File: src/rtl/toi2s_pkg.sv
// Shared types and constants for the amplifier-side sequencer.
// Holds the FSM encoding and the amplifier init write table.
package toi2s_pkg;

  typedef enum logic [2:0] {
    OFF   = 3'd0,
    PWRUP = 3'd1,
    INIT  = 3'd2,
    MUTED = 3'd3,
    PLAY  = 3'd4,
    FAULT = 3'd5
  } amp_state_t;

  typedef struct packed {
    logic [7:0] reg_idx;
    logic [7:0] data;
  } init_entry_t;

  localparam int N_INIT = 3;
  localparam int IDX_W  = (N_INIT > 1) ? $clog2(N_INIT) : 1;

  localparam init_entry_t INIT_TABLE [N_INIT] = '{
    '{reg_idx: 8'h00, data: 8'h01},
    '{reg_idx: 8'h01, data: 8'h80},
    '{reg_idx: 8'h02, data: 8'h10}
  };

  localparam logic [7:0] AMP_VOL_REG = 8'h07;

endpackage

File: src/rtl/amp_ctrl_seq.sv
// Amplifier power-up, init, mute and volume sequencer.
// Issues one I2C write at a time and retries on nack.
module amp_ctrl_seq
  import toi2s_pkg::*;
#(
  parameter logic [6:0] AMP_ADDR     = 7'h2C,
  parameter int         T_EN_CYC     = 4096,
  parameter int         T_UNMUTE_CYC = 65536,
  parameter int         MAX_RETRY    = 3
) (
  input  logic       clk,
  input  logic       reset,
  input  logic       ena,
  input  logic       lock,
  input  logic       force_mute,
  input  logic       vol_req,
  input  logic [7:0] vol_val,
  output logic       i2cm_req,
  output logic [6:0] i2cm_addr,
  output logic [7:0] i2cm_reg,
  output logic [7:0] i2cm_data,
  input  logic       i2cm_done,
  input  logic       i2cm_nack,
  output logic       amp_nenable,
  output logic       amp_nmute,
  output logic       fault,
  output logic [2:0] state
);

  localparam int T_MAX = (T_EN_CYC > T_UNMUTE_CYC) ?
                         T_EN_CYC : T_UNMUTE_CYC;
  localparam int TW = $clog2(T_MAX) + 1;
  localparam int RW = $clog2(MAX_RETRY) + 1;

  localparam logic [TW-1:0]    T_EN_LAST = TW'(T_EN_CYC - 1);
  localparam logic [TW-1:0]    T_UNMUTE  = TW'(T_UNMUTE_CYC);
  localparam logic [RW-1:0]    R_LAST    = RW'(MAX_RETRY - 1);
  localparam logic [IDX_W-1:0] IDX_LAST  = IDX_W'(N_INIT - 1);

  amp_state_t       st, st_nx;
  logic [TW-1:0]    tmr, tmr_nx;
  logic [IDX_W-1:0] idx, idx_nx;
  logic [RW-1:0]    rty, rty_nx;
  logic             retry, retry_nx;
  logic             vpend, vpend_nx;
  logic [7:0]       vbuf, vbuf_nx;
  logic             req_nx;
  logic [7:0]       reg_nx, data_nx;
  logic             nen_nx, nmute_nx, fault_nx;

  logic qual, txn_end, txn_ack, give_up, can_stop, run_st;

  assign qual     = lock & ~force_mute;
  assign txn_end  = i2cm_req & i2cm_done;
  assign txn_ack  = txn_end & ~i2cm_nack;
  assign give_up  = txn_end & i2cm_nack & (rty == R_LAST);
  assign can_stop = ~i2cm_req | i2cm_done;
  assign run_st   = (st == MUTED || st == PLAY) &&
                    (st_nx == MUTED || st_nx == PLAY);

  assign i2cm_addr = AMP_ADDR;
  assign state     = st;

  always_ff @(posedge clk or posedge reset) begin
    if (reset) begin
      st          <= OFF;
      tmr         <= '0;
      idx         <= '0;
      rty         <= '0;
      retry       <= 1'b0;
      vpend       <= 1'b0;
      vbuf        <= '0;
      i2cm_req    <= 1'b0;
      i2cm_reg    <= '0;
      i2cm_data   <= '0;
      amp_nenable <= 1'b1;
      amp_nmute   <= 1'b0;
      fault       <= 1'b0;
    end else begin
      st          <= st_nx;
      tmr         <= tmr_nx;
      idx         <= idx_nx;
      rty         <= rty_nx;
      retry       <= retry_nx;
      vpend       <= vpend_nx;
      vbuf        <= vbuf_nx;
      i2cm_req    <= req_nx;
      i2cm_reg    <= reg_nx;
      i2cm_data   <= data_nx;
      amp_nenable <= nen_nx;
      amp_nmute   <= nmute_nx;
      fault       <= fault_nx;
    end
  end

  // Dropping ena waits out an in-flight write before powering off.
  always_comb begin
    st_nx = st;
    unique case (st)
      OFF:
        if (ena) st_nx = PWRUP;
      PWRUP:
        if (!ena) st_nx = OFF;
        else if (tmr == T_EN_LAST) st_nx = INIT;
      INIT:
        if (!ena) begin
          if (can_stop) st_nx = OFF;
        end else if (give_up) st_nx = FAULT;
        else if (txn_ack && idx == IDX_LAST) st_nx = MUTED;
      MUTED:
        if (!ena) begin
          if (can_stop) st_nx = OFF;
        end else if (give_up) st_nx = FAULT;
        else if (qual && tmr >= T_UNMUTE) st_nx = PLAY;
      PLAY:
        if (!ena) begin
          if (can_stop) st_nx = OFF;
        end else if (give_up) st_nx = FAULT;
        else if (!qual) st_nx = MUTED;
      FAULT:
        if (!ena) st_nx = OFF;
      default:
        st_nx = OFF;
    endcase
  end

  always_comb begin
    tmr_nx   = '0;
    idx_nx   = (st == INIT) ? idx : '0;
    rty_nx   = rty;
    retry_nx = retry;
    req_nx   = i2cm_req;
    reg_nx   = i2cm_reg;
    data_nx  = i2cm_data;
    vpend_nx = vpend | vol_req;
    vbuf_nx  = vol_req ? vol_val : vbuf;

    if (txn_end) begin
      req_nx   = 1'b0;
      rty_nx   = i2cm_nack ? rty + RW'(1) : '0;
      retry_nx = i2cm_nack;
      if (st == INIT && !i2cm_nack && idx != IDX_LAST)
        idx_nx = idx + IDX_W'(1);
    end

    if (st == PWRUP && st_nx == PWRUP)
      tmr_nx = tmr + TW'(1);
    if (st == MUTED && st_nx == MUTED && qual)
      tmr_nx = (tmr >= T_UNMUTE) ? tmr : tmr + TW'(1);

    // A new write only starts on a cycle where req is already low.
    if (ena && !i2cm_req) begin
      if (st_nx == INIT) begin
        req_nx   = 1'b1;
        reg_nx   = INIT_TABLE[idx_nx].reg_idx;
        data_nx  = INIT_TABLE[idx_nx].data;
        retry_nx = 1'b0;
      end else if (run_st && retry) begin
        req_nx   = 1'b1;
        retry_nx = 1'b0;
      end else if (run_st && vpend) begin
        req_nx   = 1'b1;
        reg_nx   = AMP_VOL_REG;
        data_nx  = vbuf;
        vpend_nx = vol_req;
      end
    end

    if (st_nx == OFF || st_nx == FAULT) begin
      req_nx   = 1'b0;
      rty_nx   = '0;
      retry_nx = 1'b0;
    end
    if (st_nx == OFF && st != OFF)
      vpend_nx = 1'b0;

    nen_nx   = (st_nx == OFF) || (st_nx == FAULT);
    nmute_nx = (st_nx == PLAY) && ena;
    fault_nx = (st_nx == FAULT);
  end

endmodule

File: config.mk
export PLATFORM = sky130hd
export DESIGN_NAME = amp_ctrl_seq
export DESIGN_NICKNAME = d
export VERILOG_FILES = /design/src/rtl/toi2s_pkg.sv /design/src/rtl/amp_ctrl_seq.sv
export SDC_FILE = /design/constraint.sdc
export NUM_CORES = 1
export LEC_CHECK = 0
export CORE_MARGIN = 2
export CORE_UTILIZATION = 53
export DETAILED_ROUTE_END_ITERATION = 8
export GPL_ROUTABILITY_DRIVEN = 0
export PLACE_DENSITY = 0.8
export SYNTH_ARGS = -nofsm -noshare
export SYNTH_HDL_FRONTEND = slang
export SYNTH_SLANG_ARGS = --single-unit
export TNS_END_PERCENT = 1
File: constraint.sdc
create_clock -name clk -period 3 [get_ports clk]
set_clock_uncertainty 0.1 [all_clocks]
set_input_delay 0.45 -clock clk [delete_from_list [all_inputs] [get_ports clk]]
set_output_delay 0.45 -clock clk [all_outputs]
set_load 0.005 [all_outputs]
* Word-level counts from Yosys, hierarchy flattened *
Cells that the tools add are included.

operators by class
  add/subtract/negate cells = 3
  magnitude comparators = 2
  equality and inequality tests = 16
  mux-type cells = 49
  bitwise gates (word level) = 11
  reductions and logical operators = 24

operators with widths
  cell                   number
  $mux 17                3
  $mux 3                 17
  $mux 8                 6
  $bmux 16 s2            1
  $mux 16                2
  $pmux 3 s6             1
  $add 17x1->17 const B  1
  $eq 17x12->1 const B   1
  $ge 17x17->1 const B   1
  $mux 1                 16
  $eq 3x2->1 const B     5
  $logic_and 1x1->1      13
  $eq 3x3->1 const B     4
  $eq 3x1->1 const B     2
  $logic_not 3->1        2
  $mux 2                 3
  $ne 2x2->1 const B     3
  $and 1x1->1            5
  $reduce_bool 2->1      2
  $add 3x1->3 const B    1
  $ge 3x3->1 const B     1
  $logic_or 1x1->1       3
  $not 1->1              3
  $not 2->3              1
  other kinds (6)        8

word-level totals
  register bits after elaboration = 55
  bits of input ports = 16
  logic and storage cells = 118

* Longest topological paths before layout *
Gate-level depths: netlist of run 1.

  depth in word-level cells = 16
  mapped depth = 10
  gate-level depth less buffers = 8

* Least setup slack after synthesis of run 1 *
Ideal clock, no wire load.

  kind = register -> register
  from = register rty[0]
  to = register tmr[5]
  setup time = 0.077 ns
  arrival time = 2.028 ns
  setup slack = 0.795 ns
  cell stages (with the launch flop) = 10
  buffers on the path = 1
  clock period less this slack = 2.205 ns
  cell sequence = dfrtp_1 inv_1 ha_1 nand2b_1 or2_1 a41o_1 buf_2 and3_1 or4_1 a21oi_1

between the ends
  longest elaborated chain between the ends = 9
  elaborated cells on any way between the ends = 17
  those cells by class = eq/ne: 4; mux: 9; bitwise: 1; reduce/logical: 3

RTL lines
  what                                          line                                                           text
  start: declaration                            amp_ctrl_seq.sv:43                                             logic [RW-1:0] rty, rty_nx;
  start signal: assignment                      amp_ctrl_seq.sv:83                                             rty <= rty_nx;
  $eq 3x2->1 (*)                                amp_ctrl_seq.sv:56                                             assign give_up = txn_end & i2cm_nack & (rty == R_LAST);
  $and 1x1->1 (*)                               amp_ctrl_seq.sv:56
  $mux 3 (on tied branches)                     amp_ctrl_seq.sv:118, amp_ctrl_seq.sv:108, amp_ctrl_seq.sv:113
  $mux 3 (on tied branches)                     amp_ctrl_seq.sv:116, amp_ctrl_seq.sv:106, amp_ctrl_seq.sv:111
  $pmux 3 s6 (*)                                amp_ctrl_seq.sv:99                                             unique case (st)
  $eq 3x1->1 or $eq 3x2->1 (tied branches)      amp_ctrl_seq.sv:146, amp_ctrl_seq.sv:148
  $logic_and 1x1->1 (on tied branches)          amp_ctrl_seq.sv:146, amp_ctrl_seq.sv:148
  $mux 17 or $logic_and 1x1->1 (tied branches)  amp_ctrl_seq.sv:146, amp_ctrl_seq.sv:148
  $mux 17 or $ne 2x2->1 (tied branches)         n/a
  end signal: assignment                        amp_ctrl_seq.sv:81                                             tmr <= tmr_nx;
  end: declaration                              amp_ctrl_seq.sv:41                                             logic [TW-1:0] tmr, tmr_nx;

Every way passes the cells marked *; elsewhere a longest branch is shown, timed or not.
A chain may end at the register's enable or synchronous reset.

* Worst setup path after layout of run 1 *
  from = input i2cm_nack
  to = register i2cm_req

between the ends
  elaborated cells on any way between the ends = 28
  those cells by class = eq/ne: 4; mux: 13; bitwise: 4; reduce/logical: 7

RTL lines
  what                                           line                 text
  start: declaration                             amp_ctrl_seq.sv:23   input logic i2cm_nack,
  $not 1->1                                      amp_ctrl_seq.sv:55   assign txn_ack = txn_end & ~i2cm_nack;
  $and 1x1->1                                    amp_ctrl_seq.sv:55
  $logic_and 1x1->1                              amp_ctrl_seq.sv:109  else if (txn_ack && idx == IDX_LAST) st_nx = MUTED;
  $mux 3                                         amp_ctrl_seq.sv:109
  $mux 3                                         amp_ctrl_seq.sv:108  end else if (give_up) st_nx = FAULT;
  $mux 3                                         amp_ctrl_seq.sv:106  if (!ena) begin
  $pmux 3 s6 (*)                                 amp_ctrl_seq.sv:99
  $eq 3x3->1 or $logic_not 3->1 (tied branches)  n/a
  $logic_or 1x1->1 (*)                           n/a
  named net nen_nx                               amp_ctrl_seq.sv:49   logic nen_nx, nmute_nx, fault_nx;
  $mux 1 (*)                                     amp_ctrl_seq.sv:169  if (st_nx == OFF || st_nx == FAULT) begin
  named net req_nx                               amp_ctrl_seq.sv:47   logic req_nx;
  end signal: assignment                         amp_ctrl_seq.sv:87   i2cm_req <= req_nx;
  end: declaration                               amp_ctrl_seq.sv:18   output logic i2cm_req,

Mark *: on every way through the listed nets, which the timed path passes. The rest lies on a longest branch.

==> results of run 1 <==
==> worst max-delay path: stages <==
cell and delay (ns):
clkdlybuf4s50_1 0.56, nand3_2 0.14, or2_1 0.29, a41oi_1 0.35, nand4b_1 0.30, xor2_1 0.43
o21ai_0 0.15
==> placed cells by master, fill, tap and decap left out, types with 3 or more instances in the layout <==
cell type	n
nor3b_1	4
a21oi_1	11
buf_4	8
nor3_1	9
clkbuf_8	5
nand4_1	3
nand2_1	29
o21ai_0	11
inv_1	18
dfrtp_1	49
a311oi_1	4
nor2b_1	5
xnor2_1	8
nor2_1	23
and3_1	4
nand2b_1	7
a221oi_1	3
conb_1	12
a22oi_1	3
nand3_1	10
or3_1	4
ha_1	5
a31oi_1	4
clkdlybuf4s50_1	33
mux2_2	10
==> per-layer routing <==
layer  global-route usage  wire [µm]  vias to the layer above  part of all wire
met5                    0          0                        -                 0
met2                0.332       2680                       70              0.47
met4               0.0955        176                        0             0.031
met1                0.272       2510                     1013              0.44
met3               0.0542        296                       20             0.052
li1                     -          -                     1069                 -
==> cell families after synthesis <==
logic type                 after synthesis
buffers and inverters                   41
DFF                                     50
muxes                                   11
and+or+nand+nor                        112
xor gates and xnor gates                 9
adders and majority gates                5
AOI/OAI and AO/OA                       59
other                                    2
==> final timing paths <==
path | from | to | slack (ns)
worst max-delay path | i2cm_nack | i2cm_req | 0.42
worst min-delay path | vbuf[3] | i2cm_data[3] | 0.39
worst max register to register | rty[0] | i2cm_req | 0.54
worst min register to register | vbuf[3] | i2cm_data[3] | 0.39
max in group asynchronous | reset | vbuf[0] | 1.90
min in group asynchronous | reset | vpend | 0.50
==> final cells by class <==
class	count	area, µm²
inverter	19	71.3
sequential	50	1250
clock inverter	3	47.5
tap	70	87.6
multi-input combinational	208	1300
timing repair buffer	41	390
fill	434	1790
clock buffer	5	68.8
==> through the flow <==
| stage | setup slack (ns) | utilization | hold WS (ns) |
|---|---|---|---|
| global placement | 0.206 | 0.619 | 0.358 |
| floorplan | 0.795 | - | 0.346 |
| detailed placement | 0.0644 | 0.619 | 0.365 |
| finish | 0.416 | 0.642 | 0.389 |
| global route | 0.169 | 0.642 | 0.426 |
| CTS | 0.403 | 0.642 | 0.388 |
==> power by group <==
part	total, µW	internal [µW]	switching (µW)
logic	128	62.4	65.6
clock network	506	255	252
registers	716	696	19.9
==> run metrics, run 1 <==
largest family of logic cells by synthesized area simple AND/OR/NAND/NOR gates; nets about 350; Setup Buffers After CTS 0; worst vdd ir roughly 0.28 mV; sequential area share after synthesis 0.461; Avg WL per Cell 14.3 µm; DR vias around 2200; Gates resized, CTS repair 0; RSZ-0062 raised after global routing no; Placed Area ~3100 µm²; Largest regs tmr: 17 flops, i2cm_data: 8 flops, vbuf: 8 flops; setup violators final 0; PwrDens 420 nW/µm²; fin crit period around 2.6 ns; Die ar. between 5000 and 6000 µm²; # diodes 0; number of synthesized flops with an enable pin 0; row count 26; post-synthesis simple-gate area fraction 0.212; Clock Sinks 50; Rel. slew slack 0.592; HPWL after detailed placement approximately 4100 µm; required time of the critical path between 3 and 4 ns; share of cells above drive strength 1 0.104; worst setup path class primary input to flip-flop; Min-Delay Path Depth 2; DRT Wirelength 5670 µm; most common cell in the synthesized netlist dfrtp_1; total congestion overflow 0; Seq cells post-synth 50; Detail Route Antenna Nets 0; router iterations before antenna repair 4; crit end category flip-flop; Clock Pin Slew Worst Setup and Hold Paths ~0.10 ns; first-pass GRT wire length roughly 9100 µm; Initial Utilization 0.542; Initial DRC Count 120; final setup TNS 0 ns; Mapped Cells 289; antenna violations before repair 0; P_leak between 0.001 and 0.0015 µW; gr usage total 0.210; max reg flops 17; Via density 5.48; Worst Path Arrival roughly 2.7 ns; PortBufs 33; share of the synthesized area in the top cell type 0.451; reg2reg path depth 8; fmax between 300 and 400 MHz; critical-path maximum fanout 6; Placed Cells around 390; Max-cap violations 0; CP startpoint kind primary input; post-synthesis compound-gate area fraction 0.152; Avg Inst Size Synth roughly 9.4 µm²; # hold bufs at CTS 0; dominant synthesized flop cell dfrtp_1; Final Slew Violations 0; clock latency on the worst-skew pair 0.32 ns; synth top area cells dfrtp_1, mux2_2, nand2_1; Core ar. between 5000 and 6000 µm²; yosys synthesis warning count 0; ys async rst share 1.00; Commonest cells post-synth dfrtp_1, nand2_1, nor2_1; worst slew pin tran ~0.61 ns; mux contribution to synthesized area 0.0451; worst min-delay path category flip-flop to flip-flop; clock root cell clkbuf_8; period utilisation layout 0.861; Yosys cell types 60; largest net degree at the start of global routing between 50 and 60; final non-filler cell total 396; vias in the first global route just over 2000; Fin. Hold Viols 0; IO Pins 46; status completed; Post-Synth Adder-Cell Area 0.0230; total power about 1400 µW; TritonCTS clock tree yes; XOR/XNOR share of the synthesized area 0.0290; Synth Cell Area roughly 2700 µm²; total CTS buffers 5; die height 75.6 µm; DIE WIDTH 75.6 µm; Largest Register tmr; cell accounting for the most synthesized area dfrtp_1; area grow syn2layout 18.4%; Finished Cell Area about 3200 µm²; # H-tree levels 2; clk buf depth 2; # DRC 0
Note: power is estimated with default switching activity, not from simulation.
==> run 2, diff against run 1 <==
--- a/config.mk
+++ b/config.mk
@@ -5,11 +5,14 @@
 export SDC_FILE = /design/constraint.sdc
 export NUM_CORES = 1
 export LEC_CHECK = 0
+export CELL_PAD_IN_SITES_DETAIL_PLACEMENT = 0
+export CELL_PAD_IN_SITES_GLOBAL_PLACEMENT = 1
 export CORE_MARGIN = 2
-export CORE_UTILIZATION = 53
+export CORE_UTILIZATION = 40
 export DETAILED_ROUTE_END_ITERATION = 8
 export GPL_ROUTABILITY_DRIVEN = 0
-export PLACE_DENSITY = 0.8
+export PLACE_DENSITY_LB_ADDON = 0.1
+export SLEW_MARGIN = 10
 export SYNTH_ARGS = -nofsm -noshare
 export SYNTH_HDL_FRONTEND = slang
 export SYNTH_SLANG_ARGS = --single-unit
==> constraint.sdc (replaced) <==
create_clock -name clk -period 2.6 [get_ports clk]
set_clock_uncertainty 0.1 [all_clocks]
set_input_delay 0.39 -clock clk [delete_from_list [all_inputs] [get_ports clk]]
set_output_delay 0.39 -clock clk [all_outputs]
set_load 0.005 [all_outputs]
==> run metrics, run 2 (synthesis results as in run 1) <==
status completed; DR vias 2229 (+2.6%); worst min-delay path category primary input to asynchronous set/reset pin; PwrDens 456 nW/µm² (+8.6%); DRT Wirelength 5870 µm (+3.5%); # H-tree levels 2 (unchanged); Worst Path Arrival 2.49 ns (-0.19 ns); Die ar. 7470 µm² (+31%); PortBufs 33 (unchanged); largest net degree at the start of global routing 29 (-43%); period utilisation layout 0.908; most frequent cells in the layout dfrtp_1, clkdlybuf4s50_1, buf_4; Initial DRC Count 113 (-5.8%); share of cells above drive strength 1 0.174 (+0.0695); nets 371 (+7.2%); HPWL after detailed placement 4430 µm (+7.7%); critical-path maximum fanout 10 (+4); Core ar. 6680 µm² (+33%); TritonCTS clock tree yes; Detail Route Antenna Nets 0 (unchanged); row count 30 (+15%); crit-path max cell delay 0.49 ns (-0.07 ns); Rel. slew slack 0.650 (+0.0583); P_leak 0.00153 µW (+9.6%); area grow syn2layout 27.0%; setup violators final 0 (unchanged); worst slew pin tran 0.524 ns (-0.0882 ns); Setup Buffers After CTS 0 (unchanged); die height 86.4 µm (+14%); Avg WL per Cell 13.6 µm (-4.9%); router iterations before antenna repair 4 (unchanged); clk buf depth 2 (unchanged); IO Pins 46 (unchanged); slowest cell on the critical path clkdlybuf4s50_1; Clock Sinks 50 (unchanged); CP startpoint kind primary input; first-pass GRT wire length 10100 µm (+10%); Largest Register tmr; multi-input logic area 1300 µm² (+0.39%); most common cell after layout, fill and taps aside dfrtp_1; max reg flops 17 (unchanged); clock latency on the worst-skew pair 0.31 ns (about the same); Largest regs tmr: 17 flops, i2cm_data: 8 flops, vbuf: 8 flops; RSZ-0062 raised after global routing no; Finished Cell Area 3450 µm² (+7.3%); Final Util 0.516 (-0.125); # diodes 0 (unchanged); worst setup path class primary input to flip-flop; Max-cap violations 0 (unchanged); Final Slew Violations 0 (unchanged); required time of the critical path 2.73 ns (-0.37 ns); DIE WIDTH 86.4 µm (+14%); clock root cell clkbuf_8; fill count 653 (+50%); vias in the first global route 2144 (+4.4%); worst vdd ir 0.256 mV (-8.4%); total congestion overflow 0 (unchanged); total CTS buffers 5 (unchanged); Placed Cells 423 (+9.0%); antenna violations before repair 0 (unchanged); Placed Area 3320 µm² (+7.3%); Reg area 1250 µm² (unchanged); Fin. Hold Viols 0 (unchanged); Clock Pin Slew Worst Setup and Hold Paths 0.10 ns (about the same); fmax between 400 and 500 MHz; # DRC 0 (unchanged); crit end category flip-flop; Initial Utilization 0.407 (-0.136); final non-filler cell total 431 (+8.8%); fin crit period 2.36 ns; Via density 5.17 (-5.7%); gr usage total 0.170 (-0.0394); Fin Hold WS 0.327 ns (-0.0618 ns); crit-path cells clkdlybuf4s50_1 -> nor2b_1 -> o22ai_1 -> a41o_1 -> and3_1 -> buf_4 -> or3_1 -> a21oi_1
[run 2: final timing paths]
check | start | to | slack (ns) | depth (start not counted)
hold reg to reg | vbuf[2] | i2cm_data[2] | 0.38 | 2
min in group clk | vbuf[2] | i2cm_data[2] | 0.38 | 2
max in group asynchronous | reset | amp_nenable | 1.47 | 3
hold / removal | reset | tmr[8] | 0.33 | 2
setup reg to reg | rty[0] | tmr[9] | 0.27 | 9
setup / recovery | lock | tmr[9] | 0.24 | 8
[run 2: area by class of cell]
| cell class | instances | area share |
|---|---|---|
| clock buffers | 6 | 0.0239 |
| flip-flops and latches | 50 | 0.363 |
| well taps | 80 | 0.0290 |
| clock inverters | 2 | 0.0112 |
| repair buffers | 66 | 0.175 |
| inverters | 19 | 0.0207 |
| multi-input cells | 208 | 0.377 |
[run 2: report_power, final]
part	switching, µW	internal [µW]
Clock	267	317
Sequential	20.7	803
Combinational	79.3	87.2
Total	367	1210
[run 2: per-stage QoR]
| step | total power (µW) | worst slack (ns) | TNS (ns) |
|---|---|---|---|
| 6_report | 1570 | 0.238 | 0 |
| 5_1_grt | 1660 | 0.0258 | 0 |
| 4_1_cts | 1600 | 0.152 | 0 |
| 3_5_place_dp | 1010 | -0.0773 | -0.552 |
| 3_3_place_gp | 1010 | -0.0393 | -0.258 |
| 2_1_floorplan | 935 | 0.395 | 0 |
[run 2: metal layers]
layer,wire length (µm),vias up,global-route usage,share of wire
met5,0,-,0,0
met4,79,0,0.0668,0.013
met3,235,6,0.0362,0.040
met2,2770,45,0.264,0.47
met1,2780,1058,0.234,0.47
li1,-,1120,-,-
[run 2: critical path: cells and delay by family]
| family | cells | cell delay, ns |
|---|---|---|
| and+or+nand+nor | 3 | 0.83 |
| buffers and inverters | 2 | 0.66 |
| AOI/OAI and AO/OA | 3 | 0.62 |
[run 2: what timing repair did]
action / 4_1_cts / 5_1_grt
hold endpoints to repair: 0 / 0
hold buffers: 0 / 0
gates resized for setup: 0 / 2
setup endpoints to repair: 0 / 12
